--- src/rtl/alu8_op_sequencer.sv ---
// Byte-stream command sequencer for the shared alu8: collects opcode/A/B bytes,
// drives registered ALU operands, captures the result and returns it over valid/ready.
module alu8_op_sequencer #(
  parameter int TIMEOUT_CYCLES = 255,
  parameter int CNT_W          = 8
) (
  input  logic             clk,
  input  logic             rst,
  input  logic             cmd_valid,
  output logic             cmd_ready,
  input  logic [7:0]       cmd_data,
  output logic [7:0]       alu_a,
  output logic [7:0]       alu_b,
  output logic [2:0]       alu_ctrl,
  input  logic [7:0]       alu_result,
  input  logic [3:0]       alu_flags,
  output logic             res_valid,
  input  logic             res_ready,
  output logic [7:0]       res_data,
  output logic [3:0]       res_flags,
  output logic [7:0]       acc,
  output logic             busy,
  output logic             timeout_err,
  output logic [CNT_W-1:0] op_count
);

  localparam logic [2:0] S_OP  = 3'd0;
  localparam logic [2:0] S_A   = 3'd1;
  localparam logic [2:0] S_B   = 3'd2;
  localparam logic [2:0] S_EX  = 3'd3;
  localparam logic [2:0] S_RSP = 3'd4;

  localparam logic [CNT_W-1:0] TMO_LAST =
    (TIMEOUT_CYCLES > 0) ? CNT_W'(TIMEOUT_CYCLES - 1) : '0;
  localparam logic TMO_EN = (TIMEOUT_CYCLES > 0);

  logic [2:0]       state;
  logic [CNT_W-1:0] tcnt;
  logic             cmd_acc;
  logic             in_get;
  logic             tmo_hit;

  // Handshake outputs decode from state only; rst gating keeps both low during reset.
  assign cmd_ready = !rst && ((state == S_OP) || (state == S_A) || (state == S_B));
  assign res_valid = !rst && (state == S_RSP);
  assign busy      = (state != S_OP);
  assign cmd_acc   = cmd_valid && cmd_ready;
  assign in_get    = (state == S_A) || (state == S_B);
  // An accepted byte in the final idle cycle takes priority over the abort.
  assign tmo_hit   = TMO_EN && in_get && !cmd_acc && (tcnt == TMO_LAST);

  always_ff @(posedge clk) begin
    if (rst) begin
      state       <= S_OP;
      tcnt        <= '0;
      alu_a       <= '0;
      alu_b       <= '0;
      alu_ctrl    <= '0;
      res_data    <= '0;
      res_flags   <= '0;
      acc         <= '0;
      timeout_err <= 1'b0;
      op_count    <= '0;
    end else begin
      case (state)
        S_OP: begin
          if (cmd_acc) begin
            alu_ctrl    <= cmd_data[2:0];
            timeout_err <= 1'b0;
            tcnt        <= '0;
            if (cmd_data[3]) begin
              alu_a <= acc;
              state <= S_B;
            end else begin
              state <= S_A;
            end
          end
        end
        S_A, S_B: begin
          if (cmd_acc) begin
            tcnt <= '0;
            if (state == S_A) begin
              alu_a <= cmd_data;
              state <= S_B;
            end else begin
              alu_b <= cmd_data;
              state <= S_EX;
            end
          end else if (tmo_hit) begin
            tcnt        <= '0;
            timeout_err <= 1'b1;
            state       <= S_OP;
          end else begin
            tcnt <= tcnt + 1'b1;
          end
        end
        S_EX: begin
          // alu8 operands have been stable since the B accept; sample its outputs here.
          res_data  <= alu_result;
          res_flags <= alu_flags;
          acc       <= alu_result;
          op_count  <= op_count + 1'b1;
          state     <= S_RSP;
        end
        S_RSP: begin
          if (res_valid && res_ready) state <= S_OP;
        end
        default: state <= S_OP;
      endcase
    end
  end

endmodule
--- config.mk ---
export PLATFORM = sky130hd
export DESIGN_NAME = alu8_op_sequencer
export DESIGN_NICKNAME = d
export VERILOG_FILES = /design/src/rtl/alu8_op_sequencer.sv
export SDC_FILE = /design/constraint.sdc
export NUM_CORES = 1
export LEC_CHECK = 0
export ABC_AREA = 1
export BUFFER_PORTS_ARGS = -buffer_cell sky130_fd_sc_hd__buf_2
export CORE_MARGIN = 5
export CORE_UTILIZATION = 25
export DETAILED_ROUTE_END_ITERATION = 16
export HOLD_SLACK_MARGIN = 0.15
export PLACE_DENSITY = 0.51
export SLEW_MARGIN = 5
export SYNTH_ARGS = -nofsm -noshare
export SYNTH_HDL_FRONTEND = slang
export SYNTH_SLANG_ARGS = --single-unit
--- constraint.sdc ---
create_clock -name clk -period 1.7 [get_ports clk]
set_input_delay 0 -clock clk [delete_from_list [all_inputs] [get_ports clk]]
set_output_delay 0 -clock clk [all_outputs]
set_load 0.1 [all_outputs]
==> flow_summary_export.csv, run 1 <==
group,metric,value,unit
status,status,"finished clean",
synth,syn_area_per_cell,7.04,µm²
timing,drv_slew,0,
worst_setup_path,worstSetupPathType,"register to output port",
clocking,cts_made_buffers,5,
worst_setup_path,critPathMaxStageDelay,0.36,ns
worst_setup_path,cp-start-kind,"register",
synth,postSynthCellCount,331,
timing,fmax,638,MHz
worst_setup_path,endpoint,"busy",
job,max-cap-violations,0,
placed_design,pre_cts_ws,0.0973,ns
timing,post-route-period-util,92.2,%
route,drt_pre_antenna_iters,4,
placed_design,numPortBuffers,74,
floorplanning,start_util,25.5,%
placed_design,hpwl,4950,µm
floorplanning,num_rows,35,
synth,yosysTopAreaCellShare,43.8,%
worst_setup_path,cp.depth,5,
floorplanning,die_y,107,µm
synth,synth_compound_area_share,11.8,%
clocking,cts_tree,"done",
global_route,grt_overflow_total,0,
pwr,fin_total_pwr,2740,µW
synth,synth_common_cells,"nand2_1 (72), nor2_1 (63), dfxtp_1 (51)",
clocking,clock_latency,0.30,ns
timing,finalHoldViolCount,0,
timing,setup_violations,0,
route,drc,0,
floorplanning,chipWidth,107,µm
timing,timing.hold.ws,0.480,ns
finish,drive_gt1_share,27.4,%
floorplanning,design.core.area,9150,µm²
timing,relSlewSlack,67.4,%
synth,synthArstFlopShare,0,%
worst_setup_path,critPathTopFamily,"buffers and inverters",
clocking,clock-sinks,51,
floorplanning,io_pins,75,
clocking,cts_root_buf,"clkbuf_8",
global_route,grt_max_degree,21,
route,drt_wl_total,6530,µm
worst_setup_path,startpoint,"state[0]",
pwr,power_density,869,nW/µm²
synth,synth.ff_latch_count,51,
synth,ys_types,27,
finish,n_antenna_cell,0,
synth,synthMuxAreaShare,0,%
worst_setup_path,crit_chain,"nor2_2 -> inv_2 -> nor2_4 -> inv_1 -> buf_2",
timing,setup_slack,0.133,ns
floorplanning,dieArea,11400,µm²
worst_setup_path,cp_max_fo,5,
clocking,clock_path_buffers,2,
route,drtIter0Drc,71,
finish,finalNetCount,454,
placed_design,place_congestion,0.780,
synth,ys.flop_type,"dfxtp_1",
synth,syn_nets,358,
finish,final_util,34.5,%
synth,yosys.area_share.simple,32.3,%
synth,synth.most_common_cell,"nand2_1",
worst_setup_path,r2r_start,"state[0]",
timing,finalCriticalPeriod,1.57,ns
hold_path,min_path_type,"primary input to register",
route,avgViaCountPerCell,4.38,
synth,synth_top_family_by_area,"simple AND/OR/NAND/NOR gates",
finish,area_growth,35.4,%
worst_setup_path,ff2ff_setup_slack,0.15,ns
clocking,clkTransAtPathRegs,0.10,ns
worst_setup_path,endpoint_kind,"output port",
hold_path,min_path_cells,4,
synth,synth_area_leaders,"dfxtp_1 (44%), nand2_1 (12%), nor2_1 (10%)",
pwr,p_leak,0.00148,µW
synth,yosys_warnings,0,
timing,worst_pin_slew,0.493,ns
global_route,antenna_found_initial,0,
synth,netlist_area,2330,µm²
timing,clock_skew,0.00844,ns
synth,ys_seq_area_share,43.8,%
global_route,grt_pass1_wl,10900,µm
global_route,track_usage,11.7,%
route,post_drt_wl_per_cell,12.1,µm
global_route,grt_pass1_vias,2234,
synth,synth_edf_count,0,
synth,synth_xor_area_share,0.376,%
worst_setup_path,arrival,1.57,ns
worst_setup_path,worstPathRequired,1.70,ns
worst_setup_path,reg2regPathDepth,8,
timing,setup_tns,0,ns
synth,synthAdderAreaFrac,1.61,%
worst_setup_path,worstReg2RegEnd,"alu_a[4]",
worst_setup_path,cp_slowest_cell,"dfxtp_1",
synth,yosys.area.top_type,"dfxtp_1",
route,dr_total_vias,2357,
clocking,htreeDepth,2,
worst_setup_path,crit_buf_inv,3,
route,antenna_left,0,
pwr,irDropWorstVdd,0.404,mV
==> worst min path at each step <==
stage | start | endpoint | slack (ns)
after floorplan | cmd_data[0] | alu_b[0] | 0.16
after global placement | alu_flags[1] | res_flags[1] | 0.25
after detailed placement | alu_flags[2] | res_flags[2] | 0.26
after CTS | alu_flags[2] | res_flags[2] | 0.47
after global routing | alu_ctrl[0] | alu_ctrl[0] | 0.51
final | alu_flags[2] | res_flags[2] | 0.48
==> area by class of cell <==
cell class              count  area (µm²)
fillers                   994        6000
multi-input cells         231        1090
flip-flops and latches     51        1030
repair buffers            106         671
well taps                 111         139
inverters                  32         120
clock buffers               5        68.8
clock inverters             2        37.5
==> cell families (layout without fill, tap and decap cells) <==
logic type	count (synthesis)	after routing
AO/OA/AOI/OAI	55	55
XOR/XNOR	1	1
adder cells (fa/ha/maj)	3	3
buffers and inverters	50	145
flip-flops	51	51
AND/OR/NAND/NOR	171	172
==> what timing repair did <==
item / CTS / global route
endpoints found under the hold margin: 39 / 0
buffers inserted: 0 / 2
resized for setup: 0 / 3
hold buffers: 23 / 0
endpoints found under the setup margin: 0 / 11
==> worst register-to-register path, cell delays in order (launching register included) <==
cell	delay, ns
dfxtp_1	0.36
nor2_2	0.27
inv_2	0.10
nor2_4	0.17
nand2_1	0.13
nand3_2	0.17
inv_2	0.10
nor2_1	0.10
nor2_1	0.05
==> through the flow <==
| step | cell area, µm² | instances |
|---|---|---|
| 2_1_floorplan | 2340 | 331 |
| 3_3_place_gp | 2790 | 505 |
| 3_5_place_dp | 2790 | 505 |
| 4_1_cts | 3130 | 535 |
| 5_1_grt | 3160 | 538 |
| 6_report | 3160 | 538 |
==> layout by cell type (no fill, tap or decap), types with 5 or more instances in the layout <==
master and count:
a21oi_1 20, buf_2 73, buf_4 9, clkbuf_8 5, dfxtp_1 45, dfxtp_2 6
dlygate4sd3_1 23, inv_1 25, inv_2 7, nand2_1 72, nand3_1 11, nand4_1 6
nor2_1 63, o21ai_0 30, o21ai_1 5
==> flip-flops by register name, summed over array words and instances, names as in the netlist <==
| signal | count |
|---|---|
| acc | 8 |
| alu_b | 8 |
| op_count | 8 |
| res_flags | 4 |
| alu_ctrl | 3 |
| alu_a | 8 |
| state | 3 |
| timeout_err | 1 |
| tcnt | 8 |
==> metal layers <==
metal	vias to the layer above	global-route usage, %	part of all wire, %
met5	-	0	0
met4	0	3.38	1.3
met3	6	2.06	4.8
met2	55	18.7	44
met1	1060	16.1	50
li1	1236	-	-
==> report_power, final <==
group | switching (µW) | internal (µW) | leakage [µW]
clock network | 393 | 431 | 0.0000502
registers | 30.0 | 1230 | 0.000416
logic | 486 | 168 | 0.00102
(Power assumes the default switching activity.)
==> inputs of run 2 (changes only) <==
--- a/config.mk
+++ b/config.mk
@@ -11,7 +11,7 @@
 export CORE_UTILIZATION = 25
 export DETAILED_ROUTE_END_ITERATION = 16
 export HOLD_SLACK_MARGIN = 0.15
-export PLACE_DENSITY = 0.51
+export PLACE_DENSITY = 0.53
 export SLEW_MARGIN = 5
 export SYNTH_ARGS = -nofsm -noshare
 export SYNTH_HDL_FRONTEND = slang
==> constraint.sdc (replaced) <==
create_clock -name clk -period 1.3 [get_ports clk]
set_input_delay 0 -clock clk [delete_from_list [all_inputs] [get_ports clk]]
set_output_delay 0 -clock clk [all_outputs]
set_load 0.1 [all_outputs]
==> flow_summary_export.csv, run 2 (synthesis results as in run 1) <==
group,metric,value,unit
timing,relSlewSlack,67.1,%
route,dr_total_vias,2519,
status,status,"finished with violations",
floorplanning,design.core.area,9150,µm²
clocking,clock-sinks,51,
worst_setup_path,endpoint_kind,"output port",
timing,post-route-period-util,107,%
clocking,cts_tree,"done",
timing,worst_pin_slew,0.496,ns
finish,area_growth,63.6,%
global_route,track_usage,12.4,%
floorplanning,die_y,107,µm
route,antenna_left,0,
pwr,p_leak,0.00176,µW
timing,clock_skew,0.0137,ns
finish,drive_gt1_share,47.4,%
finish,final_util,41.7,%
floorplanning,start_util,25.5,%
global_route,grt_pass1_wl,11600,µm
route,avgViaCountPerCell,4.38,
floorplanning,dieArea,11400,µm²
timing,setup_violations,22,
placed_design,hpwl,5120,µm
clocking,cts_made_buffers,5,
worst_setup_path,worstPathRequired,1.30,ns
clocking,htreeDepth,2,
global_route,antenna_found_initial,0,
route,drt_wl_total,7160,µm
placed_design,place_inst,531,
finish,n_antenna_cell,0,
route,drc,0,
status,failed_checks,"negative setup slack",
timing,fmax,719,MHz
timing,finalCriticalPeriod,1.39,ns
placed_design,place_congestion,0.824,
timing,finalHoldViolCount,0,
worst_setup_path,cp_max_fo,3,
finish,finalNetCount,490,
finish,final_common_cell,"buf_2",
clocking,clkTransAtPathRegs,0.11,ns
floorplanning,io_pins,75,
timing,drv_slew,0,
route,post_drt_wl_per_cell,12.4,µm
worst_setup_path,arrival,1.39,ns
placed_design,numPortBuffers,74,
pwr,irDropWorstVdd,0.468,mV
global_route,grt_pass1_vias,2455,
worst_setup_path,cp-start-kind,"register",
route,drtIter0Drc,104,
hold_path,min_path_type,"primary input to register",
floorplanning,chipWidth,107,µm
global_route,grt_max_degree,19,
clocking,cts_root_buf,"clkbuf_8",
finish,mostFrequentLayoutCells,"buf_2 (71), nand2_1 (64), nor2_1 (54), dfxtp_1 (30), buf_4 (28)",
job,max-cap-violations,0,
timing,setup_slack,-0.0917,ns
worst_setup_path,worstSetupPathType,"register to output port",
finish,finalNonFillerCells,575,
route,drt_pre_antenna_iters,4,
floorplanning,num_rows,35,
global_route,grt_overflow_total,0,
clocking,clock_latency,0.31,ns
placed_design,pre_cts_ws,-0.0787,ns
pwr,power_density,991,nW/µm²
timing,rsz0062_at_grt,"true",
clocking,clock_path_buffers,2,
run 2: cell count changes in the layout (fill, tap and decap cells not counted), sizes merged:
cell	delta
buf	+37
inv	+2
bufinv	-1
clkbuf	-1
clkinv	+1
dlygate4sd3	-1
nand3	+1
nor2	-1
run 2: where the power goes:
| group | switching [µW] | internal (µW) |
|---|---|---|
| Clock | 573 | 391 |
| Combinational | 752 | 425 |
| Sequential | 38.9 | 1600 |
run 2: routing by layer:
layer  part of all wire (%)  global-route usage (%)
met5                      0                       0
met4                    1.1                    3.29
met2                     51                    22.5
met3                    3.7                    2.00
met1                     44                    15.1
run 2: stage by stage:
stage | cell area [µm²] | total power (µW) | setup TNS [ns] | hold WS (ns)
after global routing | 3810 | 3960 | -3.09 | 0.127
after detailed placement | 3110 | 2590 | -0.700 | 0.262
after global placement | 3110 | 2590 | -0.0434 | 0.252
final | 3810 | 3780 | -0.744 | 0.116
after floorplan | 2420 | 2330 | -0.0865 | 0.161
after CTS | 3610 | 3750 | -0.951 | 0.125
run 2: worst max-delay path, cell delays in order (launching register included):
cell	delay [ns]
dfxtp_4	0.38
nor2_4	0.12
inv_2	0.07
buf_6	0.11
nor3_4	0.18
buf_12	0.21
run 2: final timing paths:
path                    start           to  slack (ns)  cells past startpoint
setup / recovery     state[1]    res_valid       -0.09                      5
hold / removal            rst     alu_a[3]        0.12                      3
setup reg to reg     state[1]     alu_a[2]       -0.06                      8
hold reg to reg   timeout_err  timeout_err        0.48                      2
run 2: what timing repair did:
item / in CTS / in global routing
hold buffers: 21 / 1
pin swaps: 18 / 17
cloned: 2 / 0
resized for setup: 38 / 51
buffers inserted: 8 / 4
endpoints found under the hold margin: 34 / 3
endpoints found under the setup margin: 27 / 36
run 2: cell type report:
class                   instances  area, µm²
inverters                      32        138
fillers                       915       5340
well taps                     111        139
clock buffers                   5       68.8
repair buffers                141       1040
multi-input cells             231       1330
flip-flops and latches         51       1070
repair inverters                1       7.51
clock inverters                 3       22.5
